--- src/rtl/fpu_arbiter_if.sv ---
// -----------------------------------------------------------------------------
// fpu_arbiter_if
// Bundles every handshake and data signal between the two requesters, the
// shared FPU and the fpu_arbiter. Clock and reset stay plain module ports.
//
//   Requester side : reqN_valid, reqN_op_a, reqN_op_b  -> arbiter
//                    reqN_ready, rspN_valid,
//                    rsp_data, rsp_status, rsp_timeout <- arbiter
//   FPU side       : fpu_start, fpu_op_a, fpu_op_b     <- arbiter
//                    fpu_done, fpu_result, fpu_status  -> arbiter
//
// Modports:
//   master : the environment (requesters + FPU) that talks to the arbiter
//   slave  : the arbiter itself
// -----------------------------------------------------------------------------
interface fpu_arbiter_if;

   // requester 0 / 1 request channel
   logic        req0_valid;
   logic [31:0] req0_op_a;
   logic [31:0] req0_op_b;
   logic        req0_ready;
   logic        req1_valid;
   logic [31:0] req1_op_a;
   logic [31:0] req1_op_b;
   logic        req1_ready;

   // shared response channel
   logic        rsp0_valid;
   logic        rsp1_valid;
   logic [31:0] rsp_data;
   logic [3:0]  rsp_status;
   logic        rsp_timeout;

   // shared FPU channel
   logic        fpu_start;
   logic [31:0] fpu_op_a;
   logic [31:0] fpu_op_b;
   logic        fpu_done;
   logic [31:0] fpu_result;
   logic [3:0]  fpu_status;

   modport master (
      output req0_valid, req0_op_a, req0_op_b,
      output req1_valid, req1_op_a, req1_op_b,
      input  req0_ready, req1_ready,
      input  rsp0_valid, rsp1_valid, rsp_data, rsp_status, rsp_timeout,
      input  fpu_start, fpu_op_a, fpu_op_b,
      output fpu_done, fpu_result, fpu_status
   );

   modport slave (
      input  req0_valid, req0_op_a, req0_op_b,
      input  req1_valid, req1_op_a, req1_op_b,
      output req0_ready, req1_ready,
      output rsp0_valid, rsp1_valid, rsp_data, rsp_status, rsp_timeout,
      output fpu_start, fpu_op_a, fpu_op_b,
      input  fpu_done, fpu_result, fpu_status
   );

endinterface

--- src/rtl/fpu_arbiter.sv ---
// -----------------------------------------------------------------------------
// fpu_arbiter
// Shares one FPU between two requesters. One operation is in flight at a
// time; contention is resolved round-robin. An operation whose FPU result
// does not arrive within TIMEOUT_CYCLES wait cycles is abandoned and answered
// with data 0, status INEXACT and the timeout flag set.
//
// Parameters:
//   TIMEOUT_CYCLES : wait cycles before abandoning an operation (2..255)
//
// Ports:
//   clock_100Khz : single clock, rising edge
//   reset        : asynchronous, active-low
//   bus          : fpu_arbiter_if.slave (requesters, response, FPU)
//
// Flow: IDLE (grant + latch) -> ISSUE (fpu_start) -> WAIT (done / timeout)
//       -> RESPOND (rspN_valid) -> IDLE
// -----------------------------------------------------------------------------
module fpu_arbiter #(
   parameter int unsigned TIMEOUT_CYCLES = 32
) (
   input  logic         clock_100Khz,
   input  logic         reset,
   fpu_arbiter_if.slave bus
);

   typedef enum logic [1:0] {
      ST_IDLE,
      ST_ISSUE,
      ST_WAIT,
      ST_RESPOND
   } state_e;

   localparam logic [3:0] STATUS_EXACT   = 4'd2;
   localparam logic [3:0] STATUS_INEXACT = 4'd3;
   localparam logic [7:0] CNT_LAST       = 8'(TIMEOUT_CYCLES - 1);

   state_e      state_q,       state_d;
   logic        grant_q,       grant_d;       // requester of the current/last operation
   logic [31:0] op_a_q,        op_a_d;
   logic [31:0] op_b_q,        op_b_d;
   logic [7:0]  cnt_q,         cnt_d;
   logic [31:0] rsp_data_q,    rsp_data_d;
   logic [3:0]  rsp_status_q,  rsp_status_d;
   logic        rsp_timeout_q, rsp_timeout_d;

   logic any_valid;
   logic pick;

   assign any_valid = bus.req0_valid | bus.req1_valid;

   // Under contention hand the grant to the requester that did not get the
   // previous one; otherwise serve whichever requester is asking.
   assign pick = (bus.req0_valid & bus.req1_valid) ? ~grant_q : bus.req1_valid;

   // ---------------------------------------------------------------------------
   // State register
   // ---------------------------------------------------------------------------
   // NOTE: sequential state uses non-blocking assignments so every register
   // samples the pre-edge value of its inputs, independent of statement order.
   always_ff @(posedge clock_100Khz or negedge reset) begin
      if (!reset) begin
         state_q       <= ST_IDLE;
         grant_q       <= 1'b1;       // requester 0 wins the first contention
         op_a_q        <= '0;
         op_b_q        <= '0;
         cnt_q         <= '0;
         rsp_data_q    <= '0;
         rsp_status_q  <= STATUS_EXACT;
         rsp_timeout_q <= 1'b0;
      end else begin
         state_q       <= state_d;
         grant_q       <= grant_d;
         op_a_q        <= op_a_d;
         op_b_q        <= op_b_d;
         cnt_q         <= cnt_d;
         rsp_data_q    <= rsp_data_d;
         rsp_status_q  <= rsp_status_d;
         rsp_timeout_q <= rsp_timeout_d;
      end
   end

   // ---------------------------------------------------------------------------
   // Next-state logic
   // ---------------------------------------------------------------------------
   always_comb begin
      // NOTE: every variable gets a hold default before the case so no path
      // leaves it unassigned and no latch is inferred.
      state_d       = state_q;
      grant_d       = grant_q;
      op_a_d        = op_a_q;
      op_b_d        = op_b_q;
      cnt_d         = cnt_q;
      rsp_data_d    = rsp_data_q;
      rsp_status_d  = rsp_status_q;
      rsp_timeout_d = rsp_timeout_q;

      unique case (state_q)
         ST_IDLE: begin
            if (any_valid) begin
               grant_d = pick;
               op_a_d  = pick ? bus.req1_op_a : bus.req0_op_a;
               op_b_d  = pick ? bus.req1_op_b : bus.req0_op_b;
               state_d = ST_ISSUE;
            end
         end

         ST_ISSUE: begin
            cnt_d   = '0;
            state_d = ST_WAIT;
         end

         ST_WAIT: begin
            // A result arriving on the last permitted cycle still wins over
            // the timeout.
            if (bus.fpu_done) begin
               rsp_data_d    = bus.fpu_result;
               rsp_status_d  = bus.fpu_status;
               rsp_timeout_d = 1'b0;
               state_d       = ST_RESPOND;
            end else if (cnt_q == CNT_LAST) begin
               rsp_data_d    = '0;
               rsp_status_d  = STATUS_INEXACT;
               rsp_timeout_d = 1'b1;
               state_d       = ST_RESPOND;
            end else begin
               cnt_d = cnt_q + 8'd1;
            end
         end

         ST_RESPOND: begin
            state_d = ST_IDLE;
         end

         default: begin
            state_d = ST_IDLE;
         end
      endcase
   end

   // ---------------------------------------------------------------------------
   // Outputs
   // ---------------------------------------------------------------------------
   always_comb begin
      bus.req0_ready = 1'b0;
      bus.req1_ready = 1'b0;
      bus.fpu_start  = 1'b0;
      bus.rsp0_valid = 1'b0;
      bus.rsp1_valid = 1'b0;

      unique case (state_q)
         ST_IDLE: begin
            // Gated by reset so nothing looks accepted while the FSM is held.
            if (reset && any_valid) begin
               bus.req0_ready = ~pick;
               bus.req1_ready = pick;
            end
         end
         ST_ISSUE: begin
            bus.fpu_start = 1'b1;
         end
         ST_RESPOND: begin
            bus.rsp0_valid = ~grant_q;
            bus.rsp1_valid = grant_q;
         end
         default: begin
         end
      endcase
   end

   assign bus.fpu_op_a    = op_a_q;
   assign bus.fpu_op_b    = op_b_q;
   assign bus.rsp_data    = rsp_data_q;
   assign bus.rsp_status  = rsp_status_q;
   assign bus.rsp_timeout = rsp_timeout_q;

endmodule

--- src/flat_wrapper.sv ---
// flat-port wrapper written by rule: the top's interface ports become plain ports
module fpu_arbiter_flat 
#(
   parameter int unsigned TIMEOUT_CYCLES = 32
)
  (clock_100Khz, reset, bus_req0_valid, bus_req0_op_a, bus_req0_op_b, bus_req1_valid, bus_req1_op_a, bus_req1_op_b, bus_req0_ready, bus_req1_ready, bus_rsp0_valid, bus_rsp1_valid, bus_rsp_data, bus_rsp_status, bus_rsp_timeout, bus_fpu_start, bus_fpu_op_a, bus_fpu_op_b, bus_fpu_done, bus_fpu_result, bus_fpu_status);
  fpu_arbiter_if bus_i ();
  input  logic clock_100Khz;
  input  logic reset;
  input wire logic [$bits(bus_i.req0_valid)-1:0] bus_req0_valid;
  input wire logic [$bits(bus_i.req0_op_a)-1:0] bus_req0_op_a;
  input wire logic [$bits(bus_i.req0_op_b)-1:0] bus_req0_op_b;
  input wire logic [$bits(bus_i.req1_valid)-1:0] bus_req1_valid;
  input wire logic [$bits(bus_i.req1_op_a)-1:0] bus_req1_op_a;
  input wire logic [$bits(bus_i.req1_op_b)-1:0] bus_req1_op_b;
  output wire logic [$bits(bus_i.req0_ready)-1:0] bus_req0_ready;
  output wire logic [$bits(bus_i.req1_ready)-1:0] bus_req1_ready;
  output wire logic [$bits(bus_i.rsp0_valid)-1:0] bus_rsp0_valid;
  output wire logic [$bits(bus_i.rsp1_valid)-1:0] bus_rsp1_valid;
  output wire logic [$bits(bus_i.rsp_data)-1:0] bus_rsp_data;
  output wire logic [$bits(bus_i.rsp_status)-1:0] bus_rsp_status;
  output wire logic [$bits(bus_i.rsp_timeout)-1:0] bus_rsp_timeout;
  output wire logic [$bits(bus_i.fpu_start)-1:0] bus_fpu_start;
  output wire logic [$bits(bus_i.fpu_op_a)-1:0] bus_fpu_op_a;
  output wire logic [$bits(bus_i.fpu_op_b)-1:0] bus_fpu_op_b;
  input wire logic [$bits(bus_i.fpu_done)-1:0] bus_fpu_done;
  input wire logic [$bits(bus_i.fpu_result)-1:0] bus_fpu_result;
  input wire logic [$bits(bus_i.fpu_status)-1:0] bus_fpu_status;
  assign bus_i.req0_valid = bus_req0_valid;
  assign bus_i.req0_op_a = bus_req0_op_a;
  assign bus_i.req0_op_b = bus_req0_op_b;
  assign bus_i.req1_valid = bus_req1_valid;
  assign bus_i.req1_op_a = bus_req1_op_a;
  assign bus_i.req1_op_b = bus_req1_op_b;
  assign bus_req0_ready = bus_i.req0_ready;
  assign bus_req1_ready = bus_i.req1_ready;
  assign bus_rsp0_valid = bus_i.rsp0_valid;
  assign bus_rsp1_valid = bus_i.rsp1_valid;
  assign bus_rsp_data = bus_i.rsp_data;
  assign bus_rsp_status = bus_i.rsp_status;
  assign bus_rsp_timeout = bus_i.rsp_timeout;
  assign bus_fpu_start = bus_i.fpu_start;
  assign bus_fpu_op_a = bus_i.fpu_op_a;
  assign bus_fpu_op_b = bus_i.fpu_op_b;
  assign bus_i.fpu_done = bus_fpu_done;
  assign bus_i.fpu_result = bus_fpu_result;
  assign bus_i.fpu_status = bus_fpu_status;
  fpu_arbiter #(.TIMEOUT_CYCLES(TIMEOUT_CYCLES)) u_core (.clock_100Khz(clock_100Khz), .reset(reset), .bus(bus_i));
endmodule
--- config.mk ---
export PLATFORM = sky130hd
export DESIGN_NAME = fpu_arbiter_flat
export DESIGN_NICKNAME = d
export VERILOG_FILES = /design/src/rtl/fpu_arbiter_if.sv /design/src/rtl/fpu_arbiter.sv /design/src/flat_wrapper.sv
export SDC_FILE = /design/constraint.sdc
export NUM_CORES = 1
export LEC_CHECK = 0
export ABC_CLOCK_PERIOD_IN_PS = 3800
export BUFFER_PORTS_ARGS = -buffer_cell sky130_fd_sc_hd__buf_2
export CAP_MARGIN = 5
export CORE_MARGIN = 1.5
export CORE_UTILIZATION = 30
export CTS_CLUSTER_SIZE = 25
export DETAILED_ROUTE_END_ITERATION = 8
export PLACE_DENSITY = 0.65
export SLEW_MARGIN = 20
export SYNTH_ARGS = -nofsm -noshare
export SYNTH_HDL_FRONTEND = slang
export SYNTH_SLANG_ARGS = --single-unit
--- constraint.sdc ---
create_clock -name clock_100Khz -period 3.8 [get_ports clock_100Khz]
set_input_delay 0.38 -clock clock_100Khz [delete_from_list [all_inputs] [get_ports clock_100Khz]]
set_output_delay 0.38 -clock clock_100Khz [all_outputs]
set_load 0.03 [all_outputs]
Word level (Yosys, flattened, before mapping)
Cells that the tools add are included.
{ "word_totals": {"reg_bits": 112, "wordCells": 52, "in_bits": 169, "out_inout_bits": 106} }
{ "op_classes": {"n_addsub": 1, "reduce_logical": 8, "eq_ne": 8, "n_bitwise": 4, "n_mux": 23} }
{ "ops": {"columns": ["operator", "count"], "rows": [
  ["two-way mux 32 bit", 4],
  ["two-way mux 8 bit", 2],
  ["one-hot mux 8 bit (2 select lines)", 1],
  ["two-way mux 1 bit", 10],
  ["adder 8 x 1 -> 8 bit, second input constant", 1],
  ["== test 8 x 5 -> 1 bit, second input constant", 1],
  ["two-way mux 4 bit", 2],
  ["one-hot mux 2 bit (4 select lines)", 1],
  ["two-way mux 2 bit", 3],
  ["AND reduction 2 bit", 3],
  ["== test 2 bit, second input constant", 2],
  ["inequality test 2 bit, second input constant", 2],
  ["nonzero test 2 bit", 2],
  ["inequality test 3 x 2 -> 1 bit, second input constant", 1],
  ["AND reduction 3 bit", 1],
  ["== test 2 x 1 -> 1 bit, second input constant", 1],
  ["logical NOT 2 bit", 1],
  ["inequality test 2 x 1 -> 1 bit, second input constant", 1],
  ["inverter 1 bit", 2],
  ["AND 1 bit", 1],
  ["logical AND 1 bit", 1],
  ["bitwise OR 1 bit", 1]
]} }

Logic depth before layout (Yosys ltp)
{ "logic_depth": {"word_depth": 5, "mapped_depth": 8, "mapped_depth_nobuf": 6} }

Worst setup path before layout
Ideal clock, no wire load.
{ "synth_timing": {"path_kind": "flip-flop to output port", "startpoint": "reg u_core.state_q[0]", "endpoint": "out bus_req0_ready", "path_buffers": 2, "t_required_ps": 3420, "path_stages_with_launch": 7, "arrival_time_ps": 1903, "setup_slack_ps": 1517, "path_cell_list": "dfrtp_1 inv_1 ha_1 o21ai_1 buf_2 clkbuf_1 nor3b_1"} }
{ "synth_via": {"elab_chain_cells": 2} }
{ "synth_lines": {"columns": ["item", "line_no", "text"], "rows": [
  ["from (decl)", "fpu_arbiter.sv:38", "state_e state_q, state_d;"],
  ["from (signal assigned)", "fpu_arbiter.sv:72", "state_q <= state_d;"],
  ["logical NOT 2 bit", "fpu_arbiter.sv:151", "unique case (state_q)"],
  ["two-way mux 1 bit", "fpu_arbiter.sv:151", null],
  ["to (decl)", "flat_wrapper.sv:16", "output wire logic [$bits(bus_i.req0_ready)-1:0] bus_req0_ready;"]
]} }
No other way between the ends.

Worst setup path after layout
Ends and elaborated chain as after synthesis.

==> results.ini <==
[sta]
fmax_mhz=407
post-route-min-period_ns=2.46
setup-violations-final=0
maxSlewViolCount=0
rsz0062_at_grt=false
worst_slew_pin_slew_ns=0.716
relSlewSlack_pct=52.2
setup_tns_ns=0
whs_ns=0.0874
hold_viol_final=0
final.setup_skew_ns=0.00678
setup_ws_ns=1.34
min_period_over_period_pct=64.6

[clock_tree]
cts_hold_buffers=0
root_buffer=clkbuf_16
htreeDepth=3
cts_tree=yes
cts.sinks=112
clkTransAtPathRegs_ns=0.07
cts_setup_buffers=0
ctsResizeCount=0
clockBufferDepth=2
insertion_delay_ns=0.34
cts-buffers-inserted=9

[setup_path]
cp.arrival_ns=2.08
path_class=flip-flop to output port
cp_max_fo=23
cp_slowest_cell=dfrtp_1
r2r-end=u_core.state_q[1]
path_cells=inv_1 > ha_1 > o21ai_4 > nor3b_1 > buf_2
worstSetupEndpointType=output port
critPathLaunchType=flip-flop
r2r-start=u_core.cnt_q[0]
crit_path_max_incr_delay_ns=0.40
crit_start=u_core.state_q[0]
reg2reg_slack_ns=1.70
required_ns=3.42
cp_top_family=flip-flops
worstRegToRegCells=5
path_buf_inv=2

[grt]
grt_use_total_pct=14.5
antenna_found_initial=0
grt_max_degree=75
grt_pass1_wl_um=19100
grt_pass1_vias=3813
grt_remaining_overflow=0

[run_status]
outcome=complete, no violations

[yosys]
synthDistinctLibCells=39
ys_seq_elements=112
avgSynthCellArea_um2=11.2
syn_area_um2=4910
synth_fp_nets=612
ys_seq_area_share_pct=57.2
syn_inst=437
ys_warn_count=0

[placement]
dpl_cell_area_um2=6500
gp_congestion=0.769
dpl_worst_slack_ns=1.74
portBuffers=274
place_hpwl_um=9550

[drt]
wl_per_cell_um=13.6
vias=4131
wl_um=12500
antenna_left=0
dr.pass1.iters=4
drc=0
drt_iter0_markers=109
routed_via_density=4.49

[floorplan]
fp.dieH_um=131
ios=275
fp-row-count=46
die_x_um=131
core_um2=15900
die_area_um2=17100
initial_utilization_pct=30.8

[power]
ir_worst_vdd_mv=0.331
p_leak_nw=3.62
power_density_nw_per_um2=843

[finish]
antenna_cells=0
fin_nets=875
drive_above_1_share_pct=43.4
fin_util_pct=42.5
regArea_um2=2810
multi_input_area_um2=1970
area_growth_pct=38.2
fin_area_um2=6780
final.fill_count=1575

[hold_path]
hold_class=input pin to asynchronous set/reset pin

[run]
cap_violations=0

routing by layer:
metal / GRT usage [%] / vias to the layer above / share of wire, %
met1: 17.7 / 1852 / 43
met2: 23.9 / 187 / 47
li1: - / 2077 / -
met4: 6.85 / 0 / 2.1
met3: 3.83 / 15 / 8.4
met5: 0 / - / 0
through the flow:
stage | total power, mW | cells
after CTS | 5.82 | 921
after global routing | 6.16 | 921
after global placement | 4.86 | 905
after floorplan | 3.98 | 437
final | 5.72 | 921
after detailed placement | 4.90 | 905
power breakdown:
part,internal [mW],switching [mW]
logic,0.885,1.93
clock network,0.465,0.417
registers,1.73,0.284
total,3.08,2.63
how the worst max path moves through the flow:
stage	cells past startpoint	end	slack, ns
after CTS	5	bus_req0_ready	1.34
final	5	bus_req0_ready	1.34
after floorplan	6	bus_req0_ready	1.52
after global placement	5	bus_req0_ready	1.73
after detailed placement	5	bus_req0_ready	1.74
after global routing	5	bus_req0_ready	1.23
synth_stat cells (all sizes together):
cell type  count  area [um2]
nor3b          1        7.51
dfrtp        110        2750
o31ai          1        7.51
a31o           1        8.76
a21boi         2        15.0
xnor2          1        8.76
a22o          34         298
mux2           2        26.3
o22ai          3        18.8
a31oi          2        12.5
o21ai         69         349
a21oi          6        30.0
nand4b         1        8.76
o211ai         1        7.51
a21o           1        7.51
buf           12        70.1
nor3           1        5.00
dfstp          2        52.6
ha             6        75.1
and3           2        17.5
mux2i         65         651
and2           3        18.8
a211o          1        8.76
or3            1        6.26
clkbuf        17        63.8
nor4b          1        15.0
nor2b          3        18.8
nor2           6        22.5
nand3          6        30.0
nand4          1        6.26
inv            6        22.5
nand2         68         255
xor2           1        8.76
sequential cells by signal (all words and copies together) (netlist names):
name                    flops
u_core.bus.rsp_status       4
u_core.bus.rsp_data        32
u_core.cnt_q                8
u_core.bus.rsp_timeout      1
u_core.bus.fpu_op_b        32
u_core.state_q              2
u_core.bus.fpu_op_a        32
u_core.grant_q              1
cell families after synthesis:
logic type / count (synthesis) / share of synthesized area (%)
AOI/OAI and AO/OA: 121 / 15.6
xor gates and xnor gates: 2 / 0.357
buffers and inverters: 35 / 3.19
adders and majority gates: 6 / 1.53
muxes: 67 / 13.8
and+or+nand+nor: 94 / 8.39
DFF: 112 / 57.2
layout by cell type (no fill, tap or decap), types with 2 or more instances in the layout:
master,n
buf_4,7
a22o_1,34
dfrtp_1,110
clkinv_4,2
buf_2,273
and2_1,3
dfstp_2,2
o21ai_0,67
ha_1,6
clkbuf_1,2
nand3_1,6
a21oi_1,6
clkbuf_16,9
inv_1,5
nor2_1,6
o22ai_1,3
nor2b_1,3
mux2i_1,65
a31oi_1,2
nand2_1,68
layout make-up:
type	count	share of cell area (%)
clock buffer	12	3.64
clock inverter	4	0.443
inverter	6	0.332
multi-input combinational	290	29.0
sequential	112	41.4
tap	216	3.99
timing repair buffer	281	21.2
No activity file was read; power rests on OpenSTA's default activity.
